==> src/rtl/gyro_channel_filter.sv <==
// gyro_channel_filter
//   Per-channel post-processing of packed gyro sample sets. For every channel
//   it keeps the last raw sample, a block average over 2^AVG_LOG samples and a
//   saturated peak magnitude. The registered `out` word carries one of these,
//   chosen by `sel` (channel) and `mode` (raw / average / peak).
//
// Ports
//   clk        system clock, rising edge
//   rst        asynchronous active-high reset
//   in_valid   one-cycle strobe, in_data holds a new sample set
//   in_data    CHANNELS packed signed samples, channel 0 in the low bits
//   sel        channel select; values >= CHANNELS give out = 0
//   mode       00 raw, 01 average, 10 peak, 11 raw
//   clr_peak   clear all peak registers (loads the new magnitude with in_valid)
//   out        selected value, registered
//   out_valid  one-cycle pulse when out carries a fresh result for the mode
//   avg_valid  sticky, set once the first averaging block completes
module gyro_channel_filter #(
    parameter int CHANNELS = 3,
    parameter int WIDTH    = 16,
    parameter int AVG_LOG  = 2,
    parameter int SEL_W    = 2
) (
    input  logic                      clk,
    input  logic                      rst,
    input  logic                      in_valid,
    input  logic [CHANNELS*WIDTH-1:0] in_data,
    input  logic [SEL_W-1:0]          sel,
    input  logic [1:0]                mode,
    input  logic                      clr_peak,
    output logic [WIDTH-1:0]          out,
    output logic                      out_valid,
    output logic                      avg_valid
);

    localparam int ACC_W = WIDTH + AVG_LOG;

    typedef enum logic [1:0] {
        MODE_RAW     = 2'b00,
        MODE_AVG     = 2'b01,
        MODE_PEAK    = 2'b10,
        MODE_RAW_ALT = 2'b11
    } mode_e;

    logic signed [WIDTH-1:0] sample [CHANNELS];
    logic        [WIDTH-1:0] mag    [CHANNELS];
    logic signed [WIDTH-1:0] raw_q  [CHANNELS];
    logic signed [WIDTH-1:0] avg_q  [CHANNELS];
    logic        [WIDTH-1:0] peak_q [CHANNELS];
    logic signed [ACC_W-1:0] acc_q  [CHANNELS];

    logic [AVG_LOG-1:0] cnt_q;
    logic               blk_done;
    logic               evt_any_q;
    logic               evt_blk_q;
    logic [WIDTH-1:0]   sel_value;
    logic               fresh;

    // Unpack samples and form |sample|, saturating the most negative value.
    always_comb begin
        for (int unsigned i = 0; i < CHANNELS; i++) begin
            sample[i] = in_data[i*WIDTH +: WIDTH];
            if (sample[i] == {1'b1, {(WIDTH-1){1'b0}}})
                mag[i] = {1'b0, {(WIDTH-1){1'b1}}};
            else if (sample[i][WIDTH-1])
                mag[i] = unsigned'(-sample[i]);
            else
                mag[i] = unsigned'(sample[i]);
        end
    end

    assign blk_done = in_valid && (cnt_q == '1);

    // Per-channel raw / average / peak state.
    always_ff @(posedge clk or posedge rst) begin
        if (rst) begin
            for (int unsigned i = 0; i < CHANNELS; i++) begin
                raw_q[i]  <= '0;
                avg_q[i]  <= '0;
                peak_q[i] <= '0;
                acc_q[i]  <= '0;
            end
        end else begin
            for (int unsigned i = 0; i < CHANNELS; i++) begin
                if (in_valid) begin
                    raw_q[i] <= sample[i];
                    if (blk_done) begin
                        // Full-width signed sum, then arithmetic shift: floor division.
                        avg_q[i] <= WIDTH'((acc_q[i] + ACC_W'(sample[i])) >>> AVG_LOG);
                        acc_q[i] <= '0;
                    end else begin
                        acc_q[i] <= acc_q[i] + ACC_W'(sample[i]);
                    end
                end
                if (clr_peak)
                    peak_q[i] <= in_valid ? mag[i] : '0;
                else if (in_valid && (mag[i] > peak_q[i]))
                    peak_q[i] <= mag[i];
            end
        end
    end

    // Shared sample counter (wraps from max to 0 with no gap) and event flags
    // that mark which kind of result becomes visible on the following edge.
    always_ff @(posedge clk or posedge rst) begin
        if (rst) begin
            cnt_q     <= '0;
            avg_valid <= 1'b0;
            evt_any_q <= 1'b0;
            evt_blk_q <= 1'b0;
        end else begin
            if (in_valid)
                cnt_q <= cnt_q + 1'b1;
            if (blk_done)
                avg_valid <= 1'b1;
            evt_any_q <= in_valid;
            evt_blk_q <= blk_done;
        end
    end

    // Output selection from the already-updated registers.
    always_comb begin
        sel_value = '0;
        fresh     = evt_any_q;
        case (mode_e'(mode))
            MODE_AVG: begin
                fresh = evt_blk_q;
                if (int'(sel) < CHANNELS)
                    sel_value = avg_q[sel];
            end
            MODE_PEAK: begin
                if (int'(sel) < CHANNELS)
                    sel_value = peak_q[sel];
            end
            default: begin
                if (int'(sel) < CHANNELS)
                    sel_value = raw_q[sel];
            end
        endcase
    end

    always_ff @(posedge clk or posedge rst) begin
        if (rst) begin
            out       <= '0;
            out_valid <= 1'b0;
        end else begin
            out       <= sel_value;
            out_valid <= fresh;
        end
    end

endmodule

==> config.mk <==
export PLATFORM = sky130hd
export DESIGN_NAME = gyro_channel_filter
export DESIGN_NICKNAME = d
export VERILOG_FILES = /design/src/rtl/gyro_channel_filter.sv
export SDC_FILE = /design/constraint.sdc
export NUM_CORES = 1
export LEC_CHECK = 0
export ABC_AREA = 1
export CORE_AREA = 4 4 200 202
export DETAILED_ROUTE_END_ITERATION = 10
export DIE_AREA = 0 0 204 206
export SLEW_MARGIN = 20
export SYNTH_ARGS = -nofsm -noshare
export SYNTH_HDL_FRONTEND = slang
export SYNTH_SLANG_ARGS = --single-unit
==> constraint.sdc <==
create_clock -name clk -period 7.4 [get_ports clk]
set_clock_uncertainty 0.15 [all_clocks]
set_input_delay 1.11 -clock clk [delete_from_list [all_inputs] [get_ports clk]]
set_output_delay 1.11 -clock clk [all_outputs]
set_load 0.01 [all_outputs]
==> impl_metrics.csv, run 1 <==
group,metric,value,unit
worst_setup_path,most_prevalent_standard_cell_on_the_critical_path,"sky130_fd_sc_hd__nand2_1",
global_routing,grt_max_degree,104,
sta,final.setup.tns,0,ps
sta,final_hold_vio_count,0,
sta,count_of_final_max_slew_check_failures,0,
synthesis,post_synthesis_instance_total,2190,
synthesis,ys_types,42,
floorplan,design.portCount,74,
clock_tree,worst_setup_hold_path_clk_slew,60,ps
place,dp_cells,2715,
clock_tree,ctsLongestPathBuffers,3,
global_routing,grt.met3_usage,2.68,%
power,power.switching_fraction,41.7,%
power,p_switching,0.00227,W
synthesis,ys_async_sr_fraction,100,%
power,peakVddDrop,169,uV
worst_setup_path,cell_class_contributing_the_biggest_share_of_worst_path_delay,"simple AND/OR/NAND/NOR gates",
clock_tree,cts_setup_buffers,0,
drt,avgViaCountPerCell,5.23,
synthesis,synthesis.nets,2354,
sta,crit_path_time_final,4310,ps
floorplan,initial_utilization,39.6,%
global_routing,use_met1,32.5,%
sta,rsz_0062_raised_after_global_routing,"false",
worst_setup_path,crit_buf_inv,2,
sta,tcrit_tclk_final,58.2,%
floorplan,placement_rows,72,
synthesis,synth.yosys.seq_area_share,36.3,%
worst_setup_path,critPathMaxStageDelay,1020,ps
drt,avgRoutedWirePerCell,18.0,um
synthesis,dominant_synthesized_flop_cell,"sky130_fd_sc_hd__dfrtp_1",
sta,max_clock_freq,232,MHz
drt,detail_route.iter0.violations,1251,
floorplan,die_ht,206,um
power,clock_power_share,25.5,%
clock_tree,cts.root.buffer_cell,"sky130_fd_sc_hd__clkbuf_16",
synthesis,mappedNetlistArea,0.0152,sq mm
synthesis,netlist.area_leader.share,36.3,%
clock_tree,cts_tree,"yes",
worst_setup_path,worst_ep_arrival_time,4600,ps
worst_hold_path,hp-class,"reg -> reg",
clock_tree,ctsResizeCount,0,
synthesis,post-synth-top-area-cell,"sky130_fd_sc_hd__dfrtp_1",
status,outcome,"completed",
worst_setup_path,crit_type,"in -> reg",
final_layout,stdcell_count,2764,
sta,timing_worst_slew_pin_value,1110,ps
worst_setup_path,cp-start-kind,"input port",
power,p_per_area,318,mW/mm^2
power,pwr-share-comb,41.8,%
final_layout,antennaDiodeCount,0,
worst_setup_path,cp.required,7690,ps
worst_setup_path,worstSetupEndpointType,"register",
sta,maxSlewHeadroom,26.2,%
synthesis,post-synth-top-count-cell,"sky130_fd_sc_hd__nand2_1",
drt,1st_pass_router_iterations,5,
sta,final-setup-viol-count,0,
clock_tree,numClockSinks,220,
final_layout,nNetsFinal,2390,
synthesis,yosysWarnings,0,
flow_run,cap_viol_max_count,0,
worst_setup_path,timing.critical_path.fanout_max,24,
final_layout,layout-drive-gt1-share,4.50,%
floorplan,die_w,204,um
global_routing,global_route_wire_length_before_repair,78800,um
clock_tree,tritoncts.num_buffers,27,
place,port_buffers,73,
synthesis,yosys_register_bits,220,
drt,num_vias,14500,
synthesis,synth_edf_count,0,
global_routing,grt_pass1_vias,14100,
global_routing,grt_remaining_overflow,0,
clock_tree,cts_hold_buffers,0,
synthesis,synth_common_cells,"659 x sky130_fd_sc_hd__nand2_1, 249 x sky130_fd_sc_hd__inv_1, 220 x sky130_fd_sc_hd__dfrtp_1, 201 x sky130_fd_sc_hd__o21ai_0, 199 x sky130_fd_sc_hd__nand3_1",
synthesis,ys_top_cells_by_area,"sky130_fd_sc_hd__dfrtp_1 36%, sky130_fd_sc_hd__nand2_1 16%, sky130_fd_sc_hd__ha_1 8.7%",
power,internal-power,0.00319,W
floorplan,die_area,0.0420,sq mm
drt,detail_route.drc_violations,0,
global_routing,gr-usage-all-layers,23.6,%
place,place.gp.congestion,0.958,
place,dpl.hpwl,37400,um
power,p_seq_share,32.7,%
worst_setup_path,worst_path_max_delay_cell,"sky130_fd_sc_hd__clkdlybuf4s50_1",
clock_tree,cts.htree.levels,1,
power,leakage_dissipation,8.96,nW
synthesis,syn-mean-instance-area,6.93,sq um
clock_tree,clk_latency,560,ps
final_layout,area_growth_syn_to_layout,13.3,%
global_routing,grt_antenna_before_repair,0,
floorplan,floorplan.core_area,0.0383,sq mm
worst_setup_path,path_cells,"clkdlybuf4s50_1 -> nand3_1 -> inv_1 -> nand4_1 -> nand3_1 -> ha_1 -> a21oi_1 -> o21ai_0 -> a21oi_1 -> nand2_1 -> nand2_2 -> nand2_2 -> nand2_1 -> nand2_1",
drt,postRouteWirelength,49800,um
drt,detail-route-antenna-nets,0,
global_routing,gr-usage-met2,38.9,%
global_routing,top_usage_layer,"met2",
cells by family after synthesis:
| group | Yosys count | share of synthesized area (%) |
|---|---|---|
| flops | 220 | 36.3 |
| buf+inv | 334 | 8.74 |
| simple gates | 1105 | 30.6 |
| compound gates | 395 | 13.7 |
| fa+ha+maj | 108 | 9.05 |
| xor+xnor | 28 | 1.62 |
power by group through the flow:
stage / sequential, W / clock [W] / combinational (W)
floorplan: 0.00172 / 0 / 0.00167
detailed placement: 0.00180 / 0 / 0.00226
finish: 0.00179 / 0.00139 / 0.00228
global route: 0.00183 / 0.00147 / 0.00261
CTS: 0.00179 / 0.00142 / 0.00227
global placement: 0.00180 / 0 / 0.00222
path summary, 6_finish.rpt:
path	slack, ps	depth (start not counted)	from	end
min in group asynchronous	910	2	rst	acc_q[10]$_DFFE_PP0P_
worst max register to register	4490	7	cnt_q[0]$_DFFE_PP0P_	avg_q[8]$_DFFE_PP0P_
max in group asynchronous	4680	3	rst	peak_q[14]$_DFFE_PP0P_
worst max-delay path	3090	14	in_data[15]	peak_q[39]$_DFFE_PP0P_
worst min-delay path	320	2	evt_any_q$_DFF_PP0_	out_valid$_DFF_PP0_
worst min register to register	320	2	evt_any_q$_DFF_PP0_	out_valid$_DFF_PP0_
flip-flops by register name (all words and copies together), names as in the netlist:
register	cells
evt_any_q	1
acc_q	54
raw_q	48
cnt_q	2
avg_q	48
avg_valid	1
evt_blk_q	1
out	16
out_valid	1
peak_q	48
cells in the final DEF, fill, tap and decap left out, types with 4 or more instances in the layout:
cell                              netlist  layout
sky130_fd_sc_hd__clkdlybuf4s50_1        0      71
sky130_fd_sc_hd__xnor2_1                9       9
sky130_fd_sc_hd__nor3_1                 5       5
sky130_fd_sc_hd__nand2_1              659     659
sky130_fd_sc_hd__ha_1                 105     105
sky130_fd_sc_hd__dfrtp_1              220     220
sky130_fd_sc_hd__nand3b_1              17      17
sky130_fd_sc_hd__bufinv_16              0       4
sky130_fd_sc_hd__clkinv_2               0       7
sky130_fd_sc_hd__or2_2                 12      12
sky130_fd_sc_hd__xor2_1                19      19
sky130_fd_sc_hd__o22ai_1                7       7
sky130_fd_sc_hd__inv_1                249     248
sky130_fd_sc_hd__clkbuf_16              0      27
sky130_fd_sc_hd__o21ai_0              201     201
sky130_fd_sc_hd__and2_1                 5       5
sky130_fd_sc_hd__nor2_1               173     172
sky130_fd_sc_hd__o21ai_1               13      13
sky130_fd_sc_hd__buf_4                  4      12
sky130_fd_sc_hd__a22oi_1               16      16
sky130_fd_sc_hd__nand3_1              199     199
sky130_fd_sc_hd__a22o_1                 7       7
sky130_fd_sc_hd__a21oi_1              139     139
sky130_fd_sc_hd__a21o_1                 5       5
sky130_fd_sc_hd__nand4_1                9       9
sky130_fd_sc_hd__inv_2                  5       5
sky130_fd_sc_hd__nand3_2                6       6
sky130_fd_sc_hd__nor2_2                 6       7
through the flow:
stage / instance area (sq um) / hold slack (ps) / power, W / setup slack, ps / utilization [%]
2_1_floorplan: 15200 / 268 / 0.00339 / 119 / -
3_3_place_gp: 16300 / 301 / 0.00402 / 2670 / 42.5
3_5_place_dp: 16300 / 302 / 0.00406 / 2600 / 42.5
4_1_cts: 17200 / 323 / 0.00548 / 3180 / 44.9
5_1_grt: 17200 / 343 / 0.00591 / 2680 / 44.9
6_report: 17200 / 319 / 0.00546 / 3090 / 44.9
worst min-delay path: cells and delay by family, from the launching register on:
kind | cells | cell delay, ps
flip-flops | 1 | 320
AND/OR/NAND/NOR | 2 | 110
area by class of cell:
class | instances | area [sq um]
fillers | 3994 | 21100
multi-input cells | 1636 | 8350
flip-flops and latches | 220 | 5510
inverters | 256 | 968
repair buffers | 85 | 811
clock buffers | 30 | 697
well taps | 518 | 648
clock inverters | 19 | 221
layer usage:
metal  part of all wire, %  wire length, um
met5                     0                0
met4                   3.7             1820
met3                   5.4             2690
met2                    45            22500
met1                    46            22800
Power figures use the tool's default switching activity.
==> inputs of run 2 (changes only) <==
==> constraint.sdc (replaced) <==
create_clock -name clk -period 3.9 [get_ports clk]
set_clock_uncertainty 0.15 [all_clocks]
set_input_delay 0.585 -clock clk [delete_from_list [all_inputs] [get_ports clk]]
set_output_delay 0.585 -clock clk [all_outputs]
set_load 0.01 [all_outputs]
==> run 2 against run 1 <==
Die area is the same. Core utilization grew 0.64 points. Register-to-register slack lost 2900 ps. First-iteration DRC count shrank 0.40%. Critical path type unchanged. Cell count grew 1.1%. Sequential share of layout area shrank 0.45 points.
==> impl_metrics.csv, run 2 (synthesis gave the netlist of run 1 again) <==
group,metric,value,unit
drt,postRouteWirelength,50200,um
global_routing,global_route_wire_length_before_repair,79600,um
sta,tcrit_tclk_final,86.2,%
final_layout,registers.top_by_ff_count,"acc_q",
power,p_switching,0.00429,W
place,port_buffers,73,
clock_tree,ctsResizeCount,0,
worst_setup_path,crit_type,"in -> reg",
floorplan,die_w,204,um
floorplan,initial_utilization,39.6,%
floorplan,die_ht,206,um
clock_tree,cts_tree,"yes",
final_layout,stdcell_area,0.0174,sq mm
worst_setup_path,worstReg2RegEnd,"avg_q[38]$_DFFE_PP0P_",
worst_hold_path,min_from,"in_valid",
drt,avgRoutedWirePerCell,18.0,um
clock_tree,tritoncts.num_buffers,28,
place,place.gp.congestion,0.922,
power,p_per_area,592,mW/mm^2
sta,final-setup-viol-count,0,
power,leakage_dissipation,9.11,nW
sta,final_hold_vio_count,0,
global_routing,grt_pass1_vias,14200,
final_layout,layout-drive-gt1-share,5.71,%
final_layout,largest_register_ffs,54,
final_layout,area_growth_syn_to_layout,14.9,%
worst_setup_path,timing.critical_path.fanout_max,17,
drt,1st_pass_router_iterations,5,
worst_setup_path,timing.reg2reg.setup_slack,1640,ps
clock_tree,numClockSinks,220,
floorplan,design.portCount,74,
worst_setup_path,worstSetupEndpointType,"register",
clock_tree,cts.htree.levels,1,
worst_setup_path,timing.reg2reg.worst_path_depth,10,
final_layout,top_library_cells_by_usage_in_the_layout_fill_and_taps_aside,"659 x sky130_fd_sc_hd__nand2_1, 248 x sky130_fd_sc_hd__inv_1, 220 x sky130_fd_sc_hd__dfrtp_1",
status,outcome,"completed",
worst_hold_path,hold_path_depth,3,
power,p_seq_share,33.0,%
global_routing,gr-usage-all-layers,23.8,%
drt,detail-route-antenna-nets,0,
worst_setup_path,cp.required,4200,ps
sta,maxSlewHeadroom,41.6,%
sta,crit_path_time_final,3360,ps
worst_setup_path,cp-start-kind,"input port",
global_routing,grt_remaining_overflow,0,
final_layout,nNetsFinal,2423,
flow_run,cap_viol_max_count,0,
final_layout,leading_cell_type_in_the_layout_fill_and_taps_excluded,"sky130_fd_sc_hd__nand2_1",
worst_hold_path,hp-class,"in -> reg",
floorplan,die_area,0.0420,sq mm
clock_tree,cts.root.buffer_cell,"sky130_fd_sc_hd__clkbuf_16",
drt,avgViaCountPerCell,5.23,
global_routing,grt_antenna_before_repair,0,
global_routing,grt_max_degree,86,
worst_setup_path,worst_ep_arrival_time,3660,ps
clock_tree,clk_latency,560,ps
place,placement.cell_area,0.0166,sq mm
sta,rsz_0062_raised_after_global_routing,"false",
power,internal-power,0.00604,W
clock_tree,ctsLongestPathBuffers,3,
clock_tree,worst_setup_hold_path_clk_slew,50,ps
drt,num_vias,14600,
worst_hold_path,whs_endpoint,"cnt_q[1]$_DFFE_PP0P_",
drt,detail_route.drc_violations,0,
power,power.switching_fraction,41.6,%
worst_setup_path,ff_to_ff_start,"acc_q[36]$_DFFE_PP0P_",
final_layout,antennaDiodeCount,0,
place,dpl.hpwl,38500,um
floorplan,placement_rows,72,
clock_tree,cts_setup_buffers,0,
power,pwr-share-comb,42.0,%
power,peakVddDrop,310,uV
sta,max_clock_freq,297,MHz
power,clock_power_share,24.9,%
sta,count_of_final_max_slew_check_failures,0,
drt,detail_route.iter0.violations,1246,
sta,timing_worst_slew_pin_value,874,ps
clock_tree,cts_hold_buffers,0,
floorplan,floorplan.core_area,0.0383,sq mm
sta,final.setup.tns,0,ps
[run 2: cell count changes in the layout (fill, tap and decap cells not counted)]
cell                         previous run  this run
sky130_fd_sc_hd__clkbuf_1               2         4
sky130_fd_sc_hd__clkbuf_16             27        29
sky130_fd_sc_hd__clkinv_4               3         0
sky130_fd_sc_hd__inv_6                  2         0
sky130_fd_sc_hd__buf_4                 12        41
sky130_fd_sc_hd__clkinv_2               7         8
sky130_fd_sc_hd__clkinvlp_4             3         4
sky130_fd_sc_hd__clkbuf_8               1         2
sky130_fd_sc_hd__inv_8                  1         0
sky130_fd_sc_hd__buf_12                 0         3
sky130_fd_sc_hd__bufinv_16              4         2
[run 2: final cells by class]
class,count,area (sq um)
multi-input combinational,1636,8350
clock buffer,35,768
inverter,256,965
sequential,220,5510
tap,518,648
clock inverter,13,123
fill,3916,20800
timing repair buffer,117,1090
[run 2: metrics by stage]
step | hold WS, ps | setup WS [ps] | std cells | utilization (%) | total power (W)
2_1_floorplan | 268 | 297 | 2190 | - | 0.00643
3_3_place_gp | 305 | 88.0 | 2747 | 43.2 | 0.00767
3_5_place_dp | 306 | 37.8 | 2747 | 43.2 | 0.00775
4_1_cts | 193 | 625 | 2795 | 45.6 | 0.0104
5_1_grt | 221 | 314 | 2795 | 45.6 | 0.0112
6_report | 210 | 537 | 2795 | 45.6 | 0.0103
[run 2: how the worst max path moves through the flow]
stage	startpoint	end	slack, ps	cells past startpoint
3_3_place_gp	in_data[32]	peak_q[12]$_DFFE_PP0P_	90	21
5_1_grt	in_data[32]	peak_q[8]$_DFFE_PP0P_	310	21
6_report	in_data[32]	peak_q[1]$_DFFE_PP0P_	540	21
3_5_place_dp	in_data[32]	peak_q[1]$_DFFE_PP0P_	40	21
2_1_floorplan	rst	acc_q[0]$_DFFE_PP0P_	300	1
4_1_cts	in_data[32]	peak_q[15]$_DFFE_PP0P_	620	21
[run 2: critical path, cell delays in order]
cell	delay, ps
sky130_fd_sc_hd__clkdlybuf4s50_1	520
sky130_fd_sc_hd__inv_1	120
sky130_fd_sc_hd__ha_1	170
sky130_fd_sc_hd__nand3_1	190
sky130_fd_sc_hd__nor2_2	210
sky130_fd_sc_hd__nand2_1	90
sky130_fd_sc_hd__nand3_1	70
sky130_fd_sc_hd__nand2_1	50
sky130_fd_sc_hd__nor2_1	230
sky130_fd_sc_hd__inv_1	80
sky130_fd_sc_hd__ha_1	270
sky130_fd_sc_hd__nand2_1	60
sky130_fd_sc_hd__inv_1	60
sky130_fd_sc_hd__nand2_1	60
sky130_fd_sc_hd__nand2_1	50
sky130_fd_sc_hd__a21oi_1	170
sky130_fd_sc_hd__nand3_2	110
sky130_fd_sc_hd__nand2_4	200
sky130_fd_sc_hd__nand2_4	170
sky130_fd_sc_hd__nand2_1	120
sky130_fd_sc_hd__nand2_1	50
[run 2: layer usage]
layer	share of wire, %	vias to the layer above	routed length (um)	track usage, %
met4	2.8	0	1430	6.96
met2	46	447	22900	39.6
met1	45	6864	22800	33.1
met3	6.1	76	3040	2.60
li1	-	7233	-	-
met5	0	-	0	0
[run 2: power groups by stage]
stage	clock [W]	sequential, W	combinational, W
after floorplan	0	0.00326	0.00317
after global placement	0	0.00342	0.00424
after detailed placement	0	0.00343	0.00432
after CTS	0.00263	0.00340	0.00434
after global routing	0.00273	0.00347	0.00499
final	0.00257	0.00341	0.00434
